==> config.mk <==
export PLATFORM = sky130hd
export DESIGN_NAME = axis_mux_n_flat
export DESIGN_NICKNAME = d
export VERILOG_FILES = /design/src/rtl/axis_mux_n_if.sv /design/src/rtl/axis_mux_n.sv /design/src/flat_wrapper.sv
export SDC_FILE = /design/constraint.sdc
export NUM_CORES = 1
export LEC_CHECK = 0
export ABC_AREA = 1
export CAP_MARGIN = 10
export CELL_PAD_IN_SITES_DETAIL_PLACEMENT = 0
export CELL_PAD_IN_SITES_GLOBAL_PLACEMENT = 1
export CORE_MARGIN = 2
export CORE_UTILIZATION = 23
export CTS_CLUSTER_SIZE = 14
export DETAILED_ROUTE_END_ITERATION = 8
export PLACE_DENSITY_LB_ADDON = 0.12
export SYNTH_ARGS = -nofsm -noshare
export SYNTH_HDL_FRONTEND = slang
export SYNTH_SLANG_ARGS = --single-unit
==> constraint.sdc <==
create_clock -name clk -period 2.86 [get_ports clk]
set_input_delay 0.572 -clock clk [delete_from_list [all_inputs] [get_ports clk]]
set_output_delay 0.572 -clock clk [all_outputs]
set_load 0.03 [all_outputs]
==> src/rtl/axis_mux_n_if.sv <==
// axis_mux_n_if: N slave AXI-Stream channels plus one master AXI-Stream channel
interface axis_mux_n_if #(
  parameter int DATA_W = 8,
  parameter int NUM_CH = 4
);
  logic [NUM_CH*DATA_W-1:0] s_axis_data;
  logic [NUM_CH-1:0]        s_axis_valid;
  logic [NUM_CH-1:0]        s_axis_last;
  logic [NUM_CH-1:0]        s_axis_ready;
  logic [DATA_W-1:0]        m_axis_data;
  logic                     m_axis_valid;
  logic                     m_axis_last;
  logic                     m_axis_ready;
  modport master (
    input  s_axis_data, s_axis_valid, s_axis_last, m_axis_ready,
    output s_axis_ready, m_axis_data, m_axis_valid, m_axis_last
  );
  modport slave (
    output s_axis_data, s_axis_valid, s_axis_last, m_axis_ready,
    input  s_axis_ready, m_axis_data, m_axis_valid, m_axis_last
  );
endinterface

==> src/rtl/axis_mux_n.sv <==
// axis_mux_n: packet-aware N:1 AXI-Stream multiplexer with a registered output stage
module axis_mux_n #(
  parameter int DATA_W   = 8,
  parameter int NUM_CH   = 4,
  parameter int SEL_W    = (NUM_CH > 1) ? $clog2(NUM_CH) : 1,
  parameter int ARB_MODE = 0
) (
  input  logic             clk,
  input  logic             reset_n,
  axis_mux_n_if.master     bus,
  input  logic [SEL_W-1:0] sel_i,
  output logic [SEL_W-1:0] active_ch_o,
  output logic             busy_o
);
  typedef enum logic {IDLE, PASS} state_t;
  state_t            state_q, state_d;
  logic [SEL_W-1:0]  active_q, active_d, ptr_q, ptr_d, grant_ch;
  logic [DATA_W-1:0] data_q, data_d, in_data;
  logic              valid_q, valid_d, last_q, last_d;
  logic              in_last, grant, accept, out_free;
  logic [NUM_CH-1:0] ready;

  // Grant candidate: the requested channel, or the first valid channel after the pointer
  always_comb begin
    grant    = 1'b0;
    grant_ch = '0;
    if (ARB_MODE == 0) begin
      for (int i = 0; i < NUM_CH; i++)
        if (bus.s_axis_valid[i] && sel_i == SEL_W'(i)) begin
          grant    = 1'b1;
          grant_ch = SEL_W'(i);
        end
    end else begin
      for (int k = NUM_CH; k >= 1; k--)
        for (int i = 0; i < NUM_CH; i++)
          if (bus.s_axis_valid[i] && i == (int'(ptr_q) + k) % NUM_CH) begin
            grant    = 1'b1;
            grant_ch = SEL_W'(i);
          end
    end
  end

  // Ready only on the locked channel, and only when the output register can take a beat
  always_comb begin
    out_free = !valid_q || bus.m_axis_ready;
    ready    = '0;
    in_data  = '0;
    in_last  = 1'b0;
    for (int i = 0; i < NUM_CH; i++) begin
      ready[i] = (state_q == PASS) && out_free && (active_q == SEL_W'(i));
      if (active_q == SEL_W'(i)) begin
        in_data = bus.s_axis_data[i*DATA_W +: DATA_W];
        in_last = bus.s_axis_last[i];
      end
    end
    accept = |(ready & bus.s_axis_valid);
  end

  // Next state: grant at a packet boundary, load the output on accept, unlock on TLAST
  always_comb begin
    state_d  = state_q;
    active_d = active_q;
    ptr_d    = ptr_q;
    valid_d  = valid_q && !bus.m_axis_ready;
    data_d   = data_q;
    last_d   = last_q;
    if (state_q == IDLE && grant) begin
      state_d  = PASS;
      active_d = grant_ch;
      ptr_d    = (ARB_MODE != 0) ? grant_ch : ptr_q;
    end
    if (accept) begin
      valid_d = 1'b1;
      data_d  = in_data;
      last_d  = in_last;
      state_d = in_last ? IDLE : state_d;
    end
  end

  // State and output registers; reset drops any beat in flight
  always_ff @(posedge clk) begin
    if (!reset_n) begin
      state_q  <= IDLE;
      active_q <= '0;
      ptr_q    <= SEL_W'(NUM_CH - 1);
      data_q   <= '0;
      valid_q  <= 1'b0;
      last_q   <= 1'b0;
    end else begin
      state_q  <= state_d;
      active_q <= active_d;
      ptr_q    <= ptr_d;
      data_q   <= data_d;
      valid_q  <= valid_d;
      last_q   <= last_d;
    end
  end

  assign bus.s_axis_ready = ready;
  assign bus.m_axis_data  = data_q;
  assign bus.m_axis_valid = valid_q;
  assign bus.m_axis_last  = last_q;
  assign active_ch_o      = active_q;
  assign busy_o           = (state_q == PASS);
endmodule
==> src/flat_wrapper.sv <==
// flat-port wrapper written by rule: the top's interface ports become plain ports
module axis_mux_n_flat 
#(
  parameter int DATA_W   = 8,
  parameter int NUM_CH   = 4,
  parameter int SEL_W    = (NUM_CH > 1) ? $clog2(NUM_CH) : 1,
  parameter int ARB_MODE = 0
)
  (clk, reset_n, sel_i, active_ch_o, busy_o, bus_s_axis_data, bus_s_axis_valid, bus_s_axis_last, bus_m_axis_ready, bus_s_axis_ready, bus_m_axis_data, bus_m_axis_valid, bus_m_axis_last);
  axis_mux_n_if #(.DATA_W(DATA_W), .NUM_CH(NUM_CH)) bus_i ();
  input  logic clk;
  input  logic reset_n;
  input  logic [SEL_W-1:0] sel_i;
  output logic [SEL_W-1:0] active_ch_o;
  output logic busy_o;
  input wire logic [$bits(bus_i.s_axis_data)-1:0] bus_s_axis_data;
  input wire logic [$bits(bus_i.s_axis_valid)-1:0] bus_s_axis_valid;
  input wire logic [$bits(bus_i.s_axis_last)-1:0] bus_s_axis_last;
  input wire logic [$bits(bus_i.m_axis_ready)-1:0] bus_m_axis_ready;
  output wire logic [$bits(bus_i.s_axis_ready)-1:0] bus_s_axis_ready;
  output wire logic [$bits(bus_i.m_axis_data)-1:0] bus_m_axis_data;
  output wire logic [$bits(bus_i.m_axis_valid)-1:0] bus_m_axis_valid;
  output wire logic [$bits(bus_i.m_axis_last)-1:0] bus_m_axis_last;
  assign bus_i.s_axis_data = bus_s_axis_data;
  assign bus_i.s_axis_valid = bus_s_axis_valid;
  assign bus_i.s_axis_last = bus_s_axis_last;
  assign bus_i.m_axis_ready = bus_m_axis_ready;
  assign bus_s_axis_ready = bus_i.s_axis_ready;
  assign bus_m_axis_data = bus_i.m_axis_data;
  assign bus_m_axis_valid = bus_i.m_axis_valid;
  assign bus_m_axis_last = bus_i.m_axis_last;
  axis_mux_n #(.DATA_W(DATA_W), .NUM_CH(NUM_CH), .SEL_W(SEL_W), .ARB_MODE(ARB_MODE)) u_core (.clk(clk), .reset_n(reset_n), .bus(bus_i), .sel_i(sel_i), .active_ch_o(active_ch_o), .busy_o(busy_o));
endmodule
== Yosys cells after proc, flatten, opt, wreduce, memory -nomap -nowiden ==
Cells that the tools add are included.

* Register bits after elaboration: 13
* Input port bits: 45
* Output and inout port bits: 17
* Word-level logic and storage cells: 49

* Equal/unequal tests: 6
* Muxes and demuxes: 19
* Bitwise logic cells: 2
* Reduce and logical (&&, ||, !) cells: 17

{| class="wikitable"
|+ Operator list
! cell !! count
|-
| 8-bit 2-to-1 mux || 4
|-
| 1-bit 2-to-1 mux || 13
|-
| 1-bit logical AND || 11
|-
| 2-bit == test, second input constant || 4
|-
| 4-bit bitwise AND || 1
|-
| 2-bit by 1-bit == test with 1-bit output, second input constant || 2
|-
| 2-bit zero test || 2
|-
| 2-bit 2-to-1 mux || 2
|-
| 4-bit OR reduction || 1
|-
| 1-bit zero test || 2
|-
| 1-bit logical OR || 1
|-
| 1-bit NOT || 1
|}

== Logic depth before layout (Yosys ltp) ==
* Word-level depth: 10
* Depth in mapped cells: 11
* Mapped depth without buffers: 9

== Worst setup path after synthesis ==
Ideal clock, no wire load.

* Path type: reg2out
* Start point: register u_core.state_q (netlist: u_core.busy_o)
* End point: output port bus_s_axis_ready[0]
* Data arrival time: 1.596 ns
* Required time: 2.288 ns
* Setup slack: 0.692 ns
* Stages on the path, launching flop included: 5
* Path buffers: 0
* Cells stage by stage: dfxtp_1 > inv_1 > a21oi_1 > inv_1 > nor3_1

* Cells in the longest elaborated chain, start to end: 2

{| class="wikitable"
|+ Ends and longest elaborated chain
! what !! RTL line !! source
|-
| start, declared || axis_mux_n.sv:16 || <nowiki>state_t state_q, state_d;</nowiki>
|-
| start signal, assigned || axis_mux_n.sv:90 || <nowiki>state_q <= state_d;</nowiki>
|-
| 1-bit logical AND (2 in a row) || axis_mux_n.sv:50 || <nowiki>ready[i] = (state_q == PASS) && out_free && (active_q == SEL_W'(i));</nowiki>
|-
| end, declared || flat_wrapper.sv:20 || <nowiki>output wire logic [$bits(bus_i.s_axis_ready)-1:0] bus_s_axis_ready;</nowiki>
|}

Every way passes these cells.

== Worst setup path after layout ==
* Start point: input port bus_m_axis_ready
* End point: output port bus_s_axis_ready[0]

* Cells in the longest elaborated chain, start to end: 3

{| class="wikitable"
|+ Ends and longest elaborated chain
! what !! RTL line !! source
|-
| start, declared || flat_wrapper.sv:19 || <nowiki>input wire logic [$bits(bus_i.m_axis_ready)-1:0] bus_m_axis_ready;</nowiki>
|-
| 1-bit logical OR || axis_mux_n.sv:45 || <nowiki>out_free = !valid_q || bus.m_axis_ready;</nowiki>
|-
| 1-bit logical AND (2 in a row) || axis_mux_n.sv:50 ||
|}

Every way passes these cells.

==> metrics.txt <==
status finished, final reports clean; leading area contributor after synthesis dfxtp_1; fin crit share 96.8%; Setup crit end kind output port; Max Clock Skew 1.73 ps; Post-CTS Resized 0; count of warnings emitted by yosys 0; Die Height 65.5 um; vias in the first global route 978; routed length per instance 11.7 um; worst-skew pair later-pin latency 240 ps; Final ANT Viol Nets 0; I/O Pins 62; hold_buf cts 0; mean post-synth cell area 6.27 um2; initial DRC count 31; area of the core 3660 um2; Hold Path Class reg2reg; total of max-cap violations 0; endpoints failing setup 0; number of unique standard cell types used by synthesis 17; die footprint 4290 um2; type of origin of the critical path input pin; total CTS buffers 3; fillers 408; # clock sinks 13; placed insts 244; Critical-path top delay cell clkdlybuf4s50_1; worst relative slew slack 65.0%; Final min period 2770 ps; top post-synthesis cells by area dfxtp_1, nand2_1, nor2_1, nand4_1, o21ai_0; setup tns final 0 ps; H-tree levels 1; GRT Total Usage 13.8%; final core utilization 42.3%; Die Wd 65.5 um; GR Overflow Total 0; Worst Path Arrival 2200 ps; Antenna Cells 0; CTS tree done; crit path kind in2out; Peak VDD IR 0.133 mV; Reg2Reg Setup Slack 1110 ps; Syn Nets 184; initial antenna violation count 0; endpoints failing hold 0; register area share after synthesis 29.9%; row count 22; drt first pass iters 4; share of cells above drive strength 1 7.50%; Post-Layout Cell Count 248; dpl hpwl 2230 um; Vias/cell 4.38; Yosys top cell area share 29.9%; CP max FO 4; first-pass GRT wire length 4490 um; slowest cell delay on critical path 710 ps; largest net degree at the start of global routing 12; clock share of power 26.9%; Seq pwr share 35.3%; routability cong. 0.720; RSZ-0062 raised after global routing false; Pwr per Cell Area 393 nW/um2; Area Growth Syn to Fin 78.0%; Combinational Power Share 37.8%; mapped cell area 871 um2; critical path, cell by cell clkdlybuf4s50_1, inv_1, a21oi_1, inv_1, nor3_1, clkdlybuf4s50_1; DRT Wirelength 2910 um; P_sw 0.000197 W; switching share of total power 32.3%; internal power 0.000412 W; worst-case clock buffer depth 2; leakage power of the design 0.632 nW; IO buf count 61; top achievable clock speed 361 MHz; Final Max Tran Viols 0; Mapped Cells 139; Post-CTS Repair Setup Buffers 0; Worst Tran Pin Value 524 ps; WP data required 2290 ps; synthesized flop and latch total 13; hold_ws 477 ps; drc violations 0; Root Buffer Master clkbuf_8; Starting Density 23.8%; nets 246; clock-pin slew on the worst setup and hold paths 60 ps; via count 1086
[synth_stat cells]
cell and n:
nand2_1 48, a21oi_1 8, nand2_2 3, inv_4 2, nor2_8 2, buf_2 1, buf_6 3, nor2_2 1
nand3_1 7, inv_1 6, dfxtp_1 13, nand4_1 10, nor3_1 3, o21ai_0 9, nor2_1 19, nor2_4 1
inv_2 3
[stage by stage]
| step | cell area [um2] | setup WS (ps) | power [W] |
|---|---|---|---|
| final | 1550 | 91.8 | 0.000609 |
| after global routing | 1550 | 8.58 | 0.000649 |
| after CTS | 1550 | 63.8 | 0.000620 |
| after detailed placement | 1500 | 65.7 | 0.000453 |
| after global placement | 1500 | 145 | 0.000451 |
| after floorplan | 871 | 692 | 0.000339 |
[power groups by stage]
| stage | sequential [W] | clock (W) | combinational, W |
|---|---|---|---|
| 2_1_floorplan | 0.000245 | 0 | 0.0000945 |
| 3_3_place_gp | 0.000219 | 0 | 0.000232 |
| 3_5_place_dp | 0.000219 | 0 | 0.000233 |
| 4_1_cts | 0.000215 | 0.000170 | 0.000234 |
| 5_1_grt | 0.000217 | 0.000180 | 0.000251 |
| 6_report | 0.000215 | 0.000164 | 0.000230 |
[routing by layer]
layer / GRT usage, % / wire length, um / up-vias
met4: 5.47 / 16 / 0
met1: 17.7 / 1330 / 467
met2: 23.3 / 1420 / 40
met5: 0 / 0 / -
li1: - / - / 576
met3: 1.88 / 136 / 3
[flip-flops by register name (all words and copies together), names as in the netlist]
name / count
u_core.bus.m_axis_data: 8
u_core.active_ch_o: 2
u_core.bus.m_axis_last: 1
u_core.bus.m_axis_valid: 1
u_core.busy_o: 1
[critical path, delay by kind of cell]
family / cells / cell delay (ps)
AND/OR/NAND/NOR: 1 / 150
AO/OA/AOI/OAI: 1 / 160
buffers and inverters: 4 / 1320
[worst paths after layout]
path                                           startpoint                         to  cells after the start
worst max-delay path                     bus_m_axis_ready        bus_s_axis_ready[0]                      6
worst min-delay path            u_core.bus.m_axis_data[2]  u_core.bus.m_axis_data[2]                      2
worst max register to register      u_core.active_ch_o[0]  u_core.bus.m_axis_data[2]                      9
worst min register to register  u_core.bus.m_axis_data[2]  u_core.bus.m_axis_data[2]                      2
[placed cells by master, fill, tap and decap left out, types with 3 or more instances in the layout]
| cell | instances |
|---|---|
| clkdlybuf4s50_1 | 60 |
| clkbuf_8 | 3 |
| inv_1 | 6 |
| a21oi_1 | 8 |
| o21ai_0 | 9 |
| nor3_1 | 3 |
| nand3_1 | 7 |
| nand4_1 | 10 |
| nor2_1 | 19 |
| nand2_1 | 48 |
| inv_2 | 3 |
| dfxtp_1 | 13 |
| nand2_2 | 3 |
[cells by family after synthesis]
family	count (synthesis)	share of synthesized area (%)
AND/OR/NAND/NOR	94	50.6
AO/OA/AOI/OAI	17	9.77
buffers and inverters	15	9.77
flip-flops	13	29.9
[cell type report]
cell class                 count  area, um2  area share (%)
timing repair buffer          61        613            39.5
clock buffer                   4       45.0            2.91
sequential                    13        260            16.8
multi-input combinational    111        526            33.9
inverter                      11       46.3            2.99
tap                           48       60.1            3.87
Power figures use the tool's default switching activity.
